[src/rtl/lanectrl_pause_pkg.sv]
// Shared definitions for the lane-controller pause sequencer.
// Holds the sequencer state encoding, default timing constants and small
// constant-function helpers used for port widths and elaboration checks.
package lanectrl_pause_pkg;

   typedef enum logic [2:0] {
      ST_IDLE,
      ST_ASSERT,
      ST_UPDATE,
      ST_HOLD,
      ST_RECOVER
   } state_e;

   localparam int DEF_NUM_REQ     = 4;
   localparam int DEF_PRE_CYCLES  = 3;
   localparam int DEF_POST_CYCLES = 2;
   localparam int DEF_GAP_CYCLES  = 2;
   localparam int DEF_CNT_W       = 4;

   // Ceiling log2; clog2(2)=1, clog2(4)=2, clog2(8)=3.
   function automatic int clog2(input int v);
      int r;
      int x;
      r = 0;
      x = v - 1;
      while (x > 0) begin
         r = r + 1;
         x = x >> 1;
      end
      return r;
   endfunction

   function automatic int max3(input int a, input int b, input int c);
      int m;
      m = (a > b) ? a : b;
      return (m > c) ? m : c;
   endfunction

endpackage

[src/rtl/lanectrl_pause_rr_arb.sv]
// Combinational round-robin pick.
// Ports:
//   req_i    : per-requester request levels
//   ptr_i    : index with highest priority this round
//   valid_o  : at least one request present
//   gnt_oh_o : one-hot winner
//   idx_o    : binary index of the winner
module lanectrl_pause_rr_arb
   import lanectrl_pause_pkg::*;
#(
   parameter int NUM_REQ = DEF_NUM_REQ,
   localparam int IDX_W  = clog2(NUM_REQ)
) (
   input  logic [NUM_REQ-1:0] req_i,
   input  logic [IDX_W-1:0]   ptr_i,
   output logic               valid_o,
   output logic [NUM_REQ-1:0] gnt_oh_o,
   output logic [IDX_W-1:0]   idx_o
);

   logic [IDX_W:0] cand;

   // Walk offsets from farthest to nearest so the requester closest to the
   // pointer is the last (and therefore winning) assignment.
   always_comb begin
      valid_o  = 1'b0;
      gnt_oh_o = '0;
      idx_o    = '0;
      cand     = '0;
      for (int off = NUM_REQ - 1; off >= 0; off--) begin
         cand = {1'b0, ptr_i} + (IDX_W+1)'(off);
         if (cand >= (IDX_W+1)'(NUM_REQ)) begin
            cand = cand - (IDX_W+1)'(NUM_REQ);
         end
         if (req_i[cand[IDX_W-1:0]]) begin
            valid_o  = 1'b1;
            idx_o    = cand[IDX_W-1:0];
            gnt_oh_o = NUM_REQ'(1) << cand[IDX_W-1:0];
         end
      end
   end

endmodule

[src/rtl/lanectrl_pause_sequencer.sv]
// Shares HS_IO_CLK_PAUSE between several requesters. A round-robin winner
// gets a pause window: PRE_CYCLES of pause, a one-cycle update strobe,
// POST_CYCLES of pause, then GAP_CYCLES of recovery with pause low.
// Ports:
//   clk_i             : system clock
//   reset_i           : synchronous active-high reset
//   req_i             : per-requester pause request (level)
//   gnt_o             : one-hot single-cycle update strobe
//   done_o            : one-hot single-cycle completion pulse
//   hs_io_clk_pause_o : registered pause to the lane controller
//   busy_o            : high whenever the sequencer is not idle
//   active_id_o       : index of the current owner, 0 when idle
module lanectrl_pause_sequencer
   import lanectrl_pause_pkg::*;
#(
   parameter int NUM_REQ     = DEF_NUM_REQ,
   parameter int PRE_CYCLES  = DEF_PRE_CYCLES,
   parameter int POST_CYCLES = DEF_POST_CYCLES,
   parameter int GAP_CYCLES  = DEF_GAP_CYCLES,
   parameter int CNT_W       = DEF_CNT_W
) (
   input  logic                       clk_i,
   input  logic                       reset_i,
   input  logic [NUM_REQ-1:0]         req_i,
   output logic [NUM_REQ-1:0]         gnt_o,
   output logic [NUM_REQ-1:0]         done_o,
   output logic                       hs_io_clk_pause_o,
   output logic                       busy_o,
   output logic [clog2(NUM_REQ)-1:0]  active_id_o
);

   localparam int IDX_W = clog2(NUM_REQ);

   if (NUM_REQ < 2 || NUM_REQ > 8) begin : g_bad_num_req
      $error("lanectrl_pause_sequencer: NUM_REQ must be 2..8");
   end
   if (PRE_CYCLES < 1 || POST_CYCLES < 1 || GAP_CYCLES < 1) begin : g_bad_timing
      $error("lanectrl_pause_sequencer: PRE/POST/GAP cycles must be >= 1");
   end
   if ((1 << CNT_W) <= max3(PRE_CYCLES, POST_CYCLES, GAP_CYCLES)) begin : g_bad_cnt_w
      $error("lanectrl_pause_sequencer: CNT_W too small for timing constants");
   end

   // Counters load length-1 and the phase ends when they reach zero.
   localparam logic [CNT_W-1:0] PRE_LOAD  = CNT_W'(PRE_CYCLES - 1);
   localparam logic [CNT_W-1:0] POST_LOAD = CNT_W'(POST_CYCLES - 1);
   localparam logic [CNT_W-1:0] GAP_LOAD  = CNT_W'(GAP_CYCLES - 1);
   localparam logic [CNT_W-1:0] CNT_ONE   = CNT_W'(1);

   state_e              state_q;
   logic [CNT_W-1:0]    cnt_q;
   logic [IDX_W-1:0]    ptr_q;
   logic [IDX_W-1:0]    id_q;
   logic                pause_q;
   logic                busy_q;
   logic [NUM_REQ-1:0]  gnt_q;
   logic [NUM_REQ-1:0]  done_q;

   logic                arb_valid;
   logic [NUM_REQ-1:0]  arb_oh;
   logic [IDX_W-1:0]    arb_idx;
   logic [IDX_W:0]      ptr_wrap;
   logic [IDX_W-1:0]    ptr_d;

   lanectrl_pause_rr_arb #(
      .NUM_REQ (NUM_REQ)
   ) u_arb (
      .req_i    (req_i),
      .ptr_i    (ptr_q),
      .valid_o  (arb_valid),
      .gnt_oh_o (arb_oh),
      .idx_o    (arb_idx)
   );

   // Next search start is one past the winner, wrapping at NUM_REQ.
   always_comb begin
      ptr_wrap = {1'b0, arb_idx} + (IDX_W+1)'(1);
      ptr_d    = (ptr_wrap == (IDX_W+1)'(NUM_REQ)) ? '0 : ptr_wrap[IDX_W-1:0];
   end

   always_ff @(posedge clk_i) begin
      if (reset_i) begin
         state_q <= ST_IDLE;
         cnt_q   <= '0;
         ptr_q   <= '0;
         id_q    <= '0;
         pause_q <= 1'b0;
         busy_q  <= 1'b0;
         gnt_q   <= '0;
         done_q  <= '0;
      end else begin
         gnt_q  <= '0;
         done_q <= '0;
         unique case (state_q)
            // The last recovery cycle doubles as an arbitration point, so a
            // waiting requester sees pause low for exactly GAP_CYCLES.
            ST_IDLE, ST_RECOVER: begin
               if (state_q == ST_RECOVER && cnt_q != '0) begin
                  cnt_q <= cnt_q - CNT_ONE;
               end else if (arb_valid) begin
                  state_q <= ST_ASSERT;
                  cnt_q   <= PRE_LOAD;
                  id_q    <= arb_idx;
                  ptr_q   <= ptr_d;
                  pause_q <= 1'b1;
                  busy_q  <= 1'b1;
               end else begin
                  state_q <= ST_IDLE;
                  cnt_q   <= '0;
                  id_q    <= '0;
                  busy_q  <= 1'b0;
               end
            end
            ST_ASSERT: begin
               if (cnt_q == '0) begin
                  state_q <= ST_UPDATE;
                  gnt_q   <= NUM_REQ'(1) << id_q;
               end else begin
                  cnt_q <= cnt_q - CNT_ONE;
               end
            end
            ST_UPDATE: begin
               state_q <= ST_HOLD;
               cnt_q   <= POST_LOAD;
            end
            ST_HOLD: begin
               if (cnt_q == '0) begin
                  state_q <= ST_RECOVER;
                  cnt_q   <= GAP_LOAD;
                  pause_q <= 1'b0;
                  done_q  <= NUM_REQ'(1) << id_q;
               end else begin
                  cnt_q <= cnt_q - CNT_ONE;
               end
            end
            default: begin
               state_q <= ST_IDLE;
               busy_q  <= 1'b0;
               pause_q <= 1'b0;
            end
         endcase
      end
   end

   assign gnt_o             = gnt_q;
   assign done_o            = done_q;
   assign hs_io_clk_pause_o = pause_q;
   assign busy_o            = busy_q;
   assign active_id_o       = id_q;

endmodule
[config.mk]
export PLATFORM = sky130hd
export DESIGN_NAME = lanectrl_pause_sequencer
export DESIGN_NICKNAME = d
export VERILOG_FILES = /design/src/rtl/lanectrl_pause_pkg.sv /design/src/rtl/lanectrl_pause_rr_arb.sv /design/src/rtl/lanectrl_pause_sequencer.sv
export SDC_FILE = /design/constraint.sdc
export NUM_CORES = 1
export LEC_CHECK = 0
export BUFFER_PORTS_ARGS = -buffer_cell sky130_fd_sc_hd__buf_2
export CORE_UTILIZATION = 48
export DETAILED_ROUTE_END_ITERATION = 16
export PLACE_DENSITY = 0.73
export SETUP_SLACK_MARGIN = 0.05
export SLEW_MARGIN = 20
export SYNTH_ARGS = -nofsm -noshare
export SYNTH_HDL_FRONTEND = slang
export SYNTH_SLANG_ARGS = --single-unit
[constraint.sdc]
create_clock -name clk_i -period 1.6 [get_ports clk_i]
set_clock_uncertainty 0.15 [all_clocks]
set_input_delay 0.32 -clock clk_i [delete_from_list [all_inputs] [get_ports clk_i]]
set_output_delay 0.32 -clock clk_i [all_outputs]
set_load 0.05 [all_outputs]
Word level (Yosys, flattened, before mapping)
Index checks and enable logic that the tools add are counted.
{"block": "totals", "wordCells": 97, "ff_bits": 21, "out_inout_bits": 12, "inputBits": 6}
{"block": "op_classes", "shift": 1, "n_reduce_logical": 16, "bitwise": 5, "addsub": 9, "n_lt_le_gt_ge": 8, "n_mux": 40, "n_eq_ne": 10}
{"operator": "2-to-1 mux 2 bit", "n": 11}
{"operator": "2-to-1 mux 4 bit", "n": 4}
{"operator": "case mux 4 bit (4 select lines)", "n": 1}
{"operator": "2-to-1 mux 1 bit", "n": 14}
{"operator": "less-than comparator 2 x 3 -> 1 bit (second input constant)", "n": 4}
{"operator": "case mux 3 bit (4 select lines)", "n": 1}
{"operator": "!= test 2 bit (second input constant)", "n": 5}
{"operator": ">= comparator 3 bit (second input constant)", "n": 3}
{"operator": "2-to-1 mux 3 bit", "n": 3}
{"operator": "binary-select mux 1 bit (select 2 bit)", "n": 4}
{"operator": "nonzero test 4 bit", "n": 2}
{"operator": "OR reduction 2 bit", "n": 4}
{"operator": "subtractor 2 x 1 -> 2 bit (second input constant)", "n": 4}
{"operator": "adder 2 x 1 -> 3 bit (second input constant)", "n": 2}
{"operator": "adder 2 x 2 -> 3 bit (second input constant)", "n": 2}
{"operator": "equality test 3 x 2 -> 1 bit (second input constant)", "n": 2}
{"operator": "equality test 3 bit (second input constant)", "n": 2}
{"operator": "AND reduction 2 bit", "n": 3}
{"operator": "AND reduction 3 bit", "n": 2}
{"operator": "NOT 1 bit", "n": 5}
{"operator": "logical NOT 4 bit", "n": 1}
{"operator": "AND reduction 4 bit", "n": 1}
{"operator": "<< shifter 1 x 2 -> 4 bit (first input constant)", "n": 1}
{"operator": "subtractor 4 x 1 -> 4 bit (second input constant)", "n": 1}
{"operator": "7 further kinds", "n": 7}

Logic depth before layout (Yosys ltp)
{"block": "logic_depth", "ltp_word": 12, "ltp_mapped": 7, "ltp_nobuf": 7}

By module
From an unflattened synthesis, not the netlist that was laid out.
{"block": "hier_totals", "cells_unflattened": 175, "area_unflattened_um2": 1472.7}
{"module": "lanectrl_pause_sequencer", "cells_each": 114, "area_each_um2": 963.4, "instances": 1, "seq_area_each_um2": 420.4}
{"module": "lanectrl_pause_rr_arb", "cells_each": 61, "area_each_um2": 509.2, "instances": 1, "seq_area_each_um2": 0.0}

Worst setup path after synthesis
OpenSTA, ideal clock, no wires.
{"block": "synth_timing", "path_type": "register to register", "start": "register cnt_q[0]", "end": "register pause_q, in the netlist hs_io_clk_pause_o", "arrival_time_ps": 1445, "synth_period_minus_slack_ps": 1698, "required_ps": 1347, "setup_slack_ps": -98, "path_stages_with_launch": 7, "path_buffers": 0, "setup_ps": 103, "path_cell_list": "dfxtp_1 -> inv_1 -> ha_1 -> or3b_2 -> a31oi_1 -> nor2_1 -> a2111oi_2"}
{"block": "synth_between", "elab_chain_cells": 4, "word_cells_on_any_way": 6, "cone_classes": "eq/ne (2); reduce/logical (4)"}
{"item": "start, declared", "line_no": "lanectrl_pause_sequencer.sv:51", "rtl": "logic [CNT_W-1:0] cnt_q;"}
{"item": "start signal, assigned", "line_no": "lanectrl_pause_sequencer.sv:99", "rtl": "cnt_q <= cnt_q - CNT_ONE;"}
{"item": "start signal, assigned", "line_no": "lanectrl_pause_sequencer.sv:119", "rtl": "cnt_q <= cnt_q - CNT_ONE;"}
{"item": "start signal, assigned", "line_no": "lanectrl_pause_sequencer.sv:133", "rtl": "cnt_q <= cnt_q - CNT_ONE;"}
{"item": "nonzero test 4 bit", "line_no": "lanectrl_pause_sequencer.sv:98", "rtl": "if (state_q == ST_RECOVER && cnt_q != '0) begin"}
{"item": "logical AND 1 bit", "line_no": "lanectrl_pause_sequencer.sv:98"}
{"item": "!= test 2 bit (no line)"}
{"item": "AND reduction 4 bit (no line) (*)"}
{"item": "end signal, assigned", "line_no": "lanectrl_pause_sequencer.sv:87", "rtl": "pause_q <= 1'b0;"}
{"item": "end signal, assigned", "line_no": "lanectrl_pause_sequencer.sv:105", "rtl": "pause_q <= 1'b1;"}
{"item": "end signal, assigned", "line_no": "lanectrl_pause_sequencer.sv:130", "rtl": "pause_q <= 1'b0;"}
{"item": "end, declared", "line_no": "lanectrl_pause_sequencer.sv:54", "rtl": "logic pause_q;"}
Mark *: on every way between the ends. The rest lies on a longest branch, timed or not.
A chain may end at the register's enable or synchronous reset.

Worst setup path after layout
{"block": "layout_timing", "start": "register cnt_q[0]", "end": "register cnt_q[1]"}
{"block": "layout_between", "elab_chain_cells": 4, "word_cells_on_any_way": 10, "cone_classes": "add/sub (1); eq/ne (1); mux (4); reduce/logical (4)"}
{"item": "parallel branches: the longest is 4 deep, another holds subtractor 4 x 1 -> 4 bit"}
Parallel ways; which one is timed is not known. The select of a mux whose other input is x is not followed.

==> flow_metrics.py <==
metrics = {
    "worst_setup_path": {
        "crit_fanout": 3,
        "cp.arrival_ns": 1.74,
        "critPathCaptureType": "flip-flop",
        "start_kind": "flip-flop",
        "crit_required_ns": 1.68,
        "path_class": "flip-flop to flip-flop",
    },
    "synth": {
        "ys_seq_area_share_pct": 42.64,
        "synth_top_area_share_pct": 42.64,
        "synth_edf_count": 0,
        "synth_warnings": 0,
        "synth_cell_types": 35,
        "synth_most_common_cell": "nor2_1",
        "synthFlopType": "dfxtp_1",
        "synthTopCellsByArea": "dfxtp_1 (43%), nor2_1 (8.4%), a21oi_1 (5.1%), nand2_1 (3.4%), o21ai_0 (3.0%)",
        "synthArstFlopShare_pct": 0,
        "syn_area_per_cell_um2": 8.216,
        "ys_ff_latch": 21,
        "yosys-top-cells-count": "nor2_1 (22), dfxtp_1 (21), a21oi_1 (10)",
        "syn_area_um2": 985.9,
        "syn_inst": 120,
        "synth_top_area_cell": "dfxtp_1",
        "syn_nets": 128,
    },
    "status": {
        "outcome": "complete, but fails checks",
        "violations": "setup timing",
    },
    "final_layout": {
        "nFillCells": 143,
        "antennaDiodeCount": 0,
        "fin_util_pct": 73.26,
        "area_delta_synth_final_pct": 44.29,
        "finalNetCount": 167,
        "drive_gt1_share_pct": 46.84,
    },
    "clock_tree": {
        "ctsHoldBuffers": 0,
        "h-tree-depth": 1,
        "cts-root-buf": "clkbuf_4",
        "clkSinkCount": 21,
        "path_clk_slew_ns": 0.12,
        "clk_path_buf_depth": 2,
        "cts_buffers": 3,
        "cts_tree": "yes",
        "clock_latency_ns": 0.30,
    },
    "drt": {
        "wl_per_cell_um": 12.55,
        "remaining_drc_errors": 0,
        "ant_nets": 0,
        "wirelength_um": 2322,
        "drtIter0Drc": 22,
        "viasPerCell": 5.141,
        "drt_first_pass_iters": 4,
        "vias": 951,
    },
    "sta": {
        "min_period_ns": 1.662,
        "max_slew.worst_pin.slew_ns": 0.4847,
        "fin_hold_ws_ns": 0.1987,
        "drv_slew": 0,
        "tns_ns": -0.2181,
        "rsz0062_at_grt": "yes",
        "setup_viol": 6,
        "max_freq_mhz": 601.7,
        "hold_violations": 0,
        "relSlewSlack_pct": 67.41,
        "timing.final.ws_setup_ns": -0.06199,
        "fin_crit_sh_pct": 103.9,
    },
    "pwr": {
        "power.density_mw_per_mm2": 2167,
        "ir_drop_uv": 1311,
        "power.total_w": 0.003083,
        "power.leakage_nw": 0.6104,
    },
    "die": {
        "die_area_mm2": 0.002239,
        "start_util_pct": 50.77,
        "core_area_mm2": 0.001942,
        "design.portCount": 18,
        "rows": 16,
        "die_h_um": 47.32,
        "die_w_um": 47.32,
    },
    "global_routing": {
        "track_usage_pct": 21.32,
        "grt_overflow": 0,
        "grt_pass1_vias": 789,
        "grt_pass1_wl_um": 3367,
        "antenna_found_initial": 0,
        "grt_max_degree": 14,
    },
    "placed_design": {
        "gp_congestion": 0.8093,
        "port_buffers": 17,
        "dp_worst_setup_slack_ns": -0.08764,
        "dpl.hpwl_um": 1524,
    },
    "flow_run": {
        "max_cap_viol_count": 0,
    },
    "hold_path": {
        "hp-class": "primary input to flip-flop",
    },
}
## layout by cell type (no fill, tap or decap), types with 2 or more instances in the layout
master,Yosys,layout
a211oi_1,3,2
nand3b_1,2,2
a31oi_1,2,2
inv_2,1,3
or2_4,0,2
a21oi_2,0,3
o21ai_1,0,3
xor2_1,2,2
dfxtp_2,0,2
dfxtp_1,21,19
nor3b_1,2,2
nor2_4,0,3
nand2_1,9,8
nor3_1,3,2
o21ai_0,6,3
buf_2,2,17
buf_4,0,15
nand2b_1,3,3
nor2_1,22,15
nand3_1,5,4
buf_6,0,6
clkbuf_4,0,3
nor2_2,0,4
a21oi_1,10,7
inv_1,5,3
## path summary, 6_finish.rpt
check / startpoint / to / slack (ns) / depth (start not counted)
max: cnt_q[0]$_SDFFE_PP0P_ / cnt_q[1]$_SDFFE_PP0P_ / -0.06 / 6
min: reset_i / active_id_o[0]$_SDFFE_PP0P_ / 0.20 / 2
max reg2reg: cnt_q[0]$_SDFFE_PP0P_ / cnt_q[1]$_SDFFE_PP0P_ / -0.06 / 6
min reg2reg: busy_o$_SDFFE_PP0P_ / busy_o$_SDFFE_PP0P_ / 0.36 / 2
## what timing repair did
action,4_1_cts,5_1_grt
endpoints found under the setup margin,17,20
resized for setup,11,22
pin swaps,9,13
setup buffers,4,2
## flip-flops by register name, indices dropped and copies added (netlist names)
register	cells
cnt_q	4
done_o	4
gnt_o	4
state_q	3
active_id_o	2
ptr_q	2
busy_o	1
hs_io_clk_pause_o	1
## cell families after synthesis
family	Yosys count	share of synthesized area [%]
and+or+nand+nor	54	28.30
AOI/OAI and AO/OA	30	19.67
DFF	21	42.64
buffers and inverters	10	4.061
xor gates and xnor gates	2	1.777
adders and majority gates	2	2.538
muxes	1	1.015
## metal layers
layer  GRT usage (%)  vias up  wire, um
met1           30.39      433      1091
met2           32.60       23      1122
met4           6.857        0        27
met5               0        -         0
li1                -      493         -
met3           3.462        2        81
## critical path, stage by stage, from the launching register on
cell and delay [ns]:
dfxtp_2 0.35, inv_2 0.05, buf_4 0.14, ha_1 0.31, nor3b_1 0.25, o32ai_2 0.14
a211oi_2 0.21
## cell type report
| type | count | area [um^2] | area share (%) |
|---|---|---|---|
| Multi-Input combinational cell | 89 | 650.6 | 45.73 |
| Inverter | 6 | 22.52 | 1.583 |
| Clock buffer | 3 | 22.52 | 1.583 |
| Tap cell | 27 | 33.78 | 2.375 |
| Sequential cell | 21 | 422.9 | 29.73 |
| Timing Repair Buffer | 38 | 265.3 | 18.65 |
| Clock inverter | 1 | 5.005 | 0.3518 |
## metrics by stage
step	cells	cell area, um^2
2_1_floorplan	120	1011
3_3_place_gp	176	1232
3_5_place_dp	176	1232
4_1_cts	183	1319
5_1_grt	185	1423
6_report	185	1423
## where the power goes
group / leakage (nW) / switching (W) / internal, W / total [W]
combinational: 0.420 / 0.00103 / 0.000965 / 0.00199
sequential: 0.173 / 0.000161 / 0.000671 / 0.000832
clock: 0.0177 / 0.000167 / 0.0000932 / 0.000261
total: 0.610 / 0.00135 / 0.00173 / 0.00308
(Power assumes the default switching activity.)
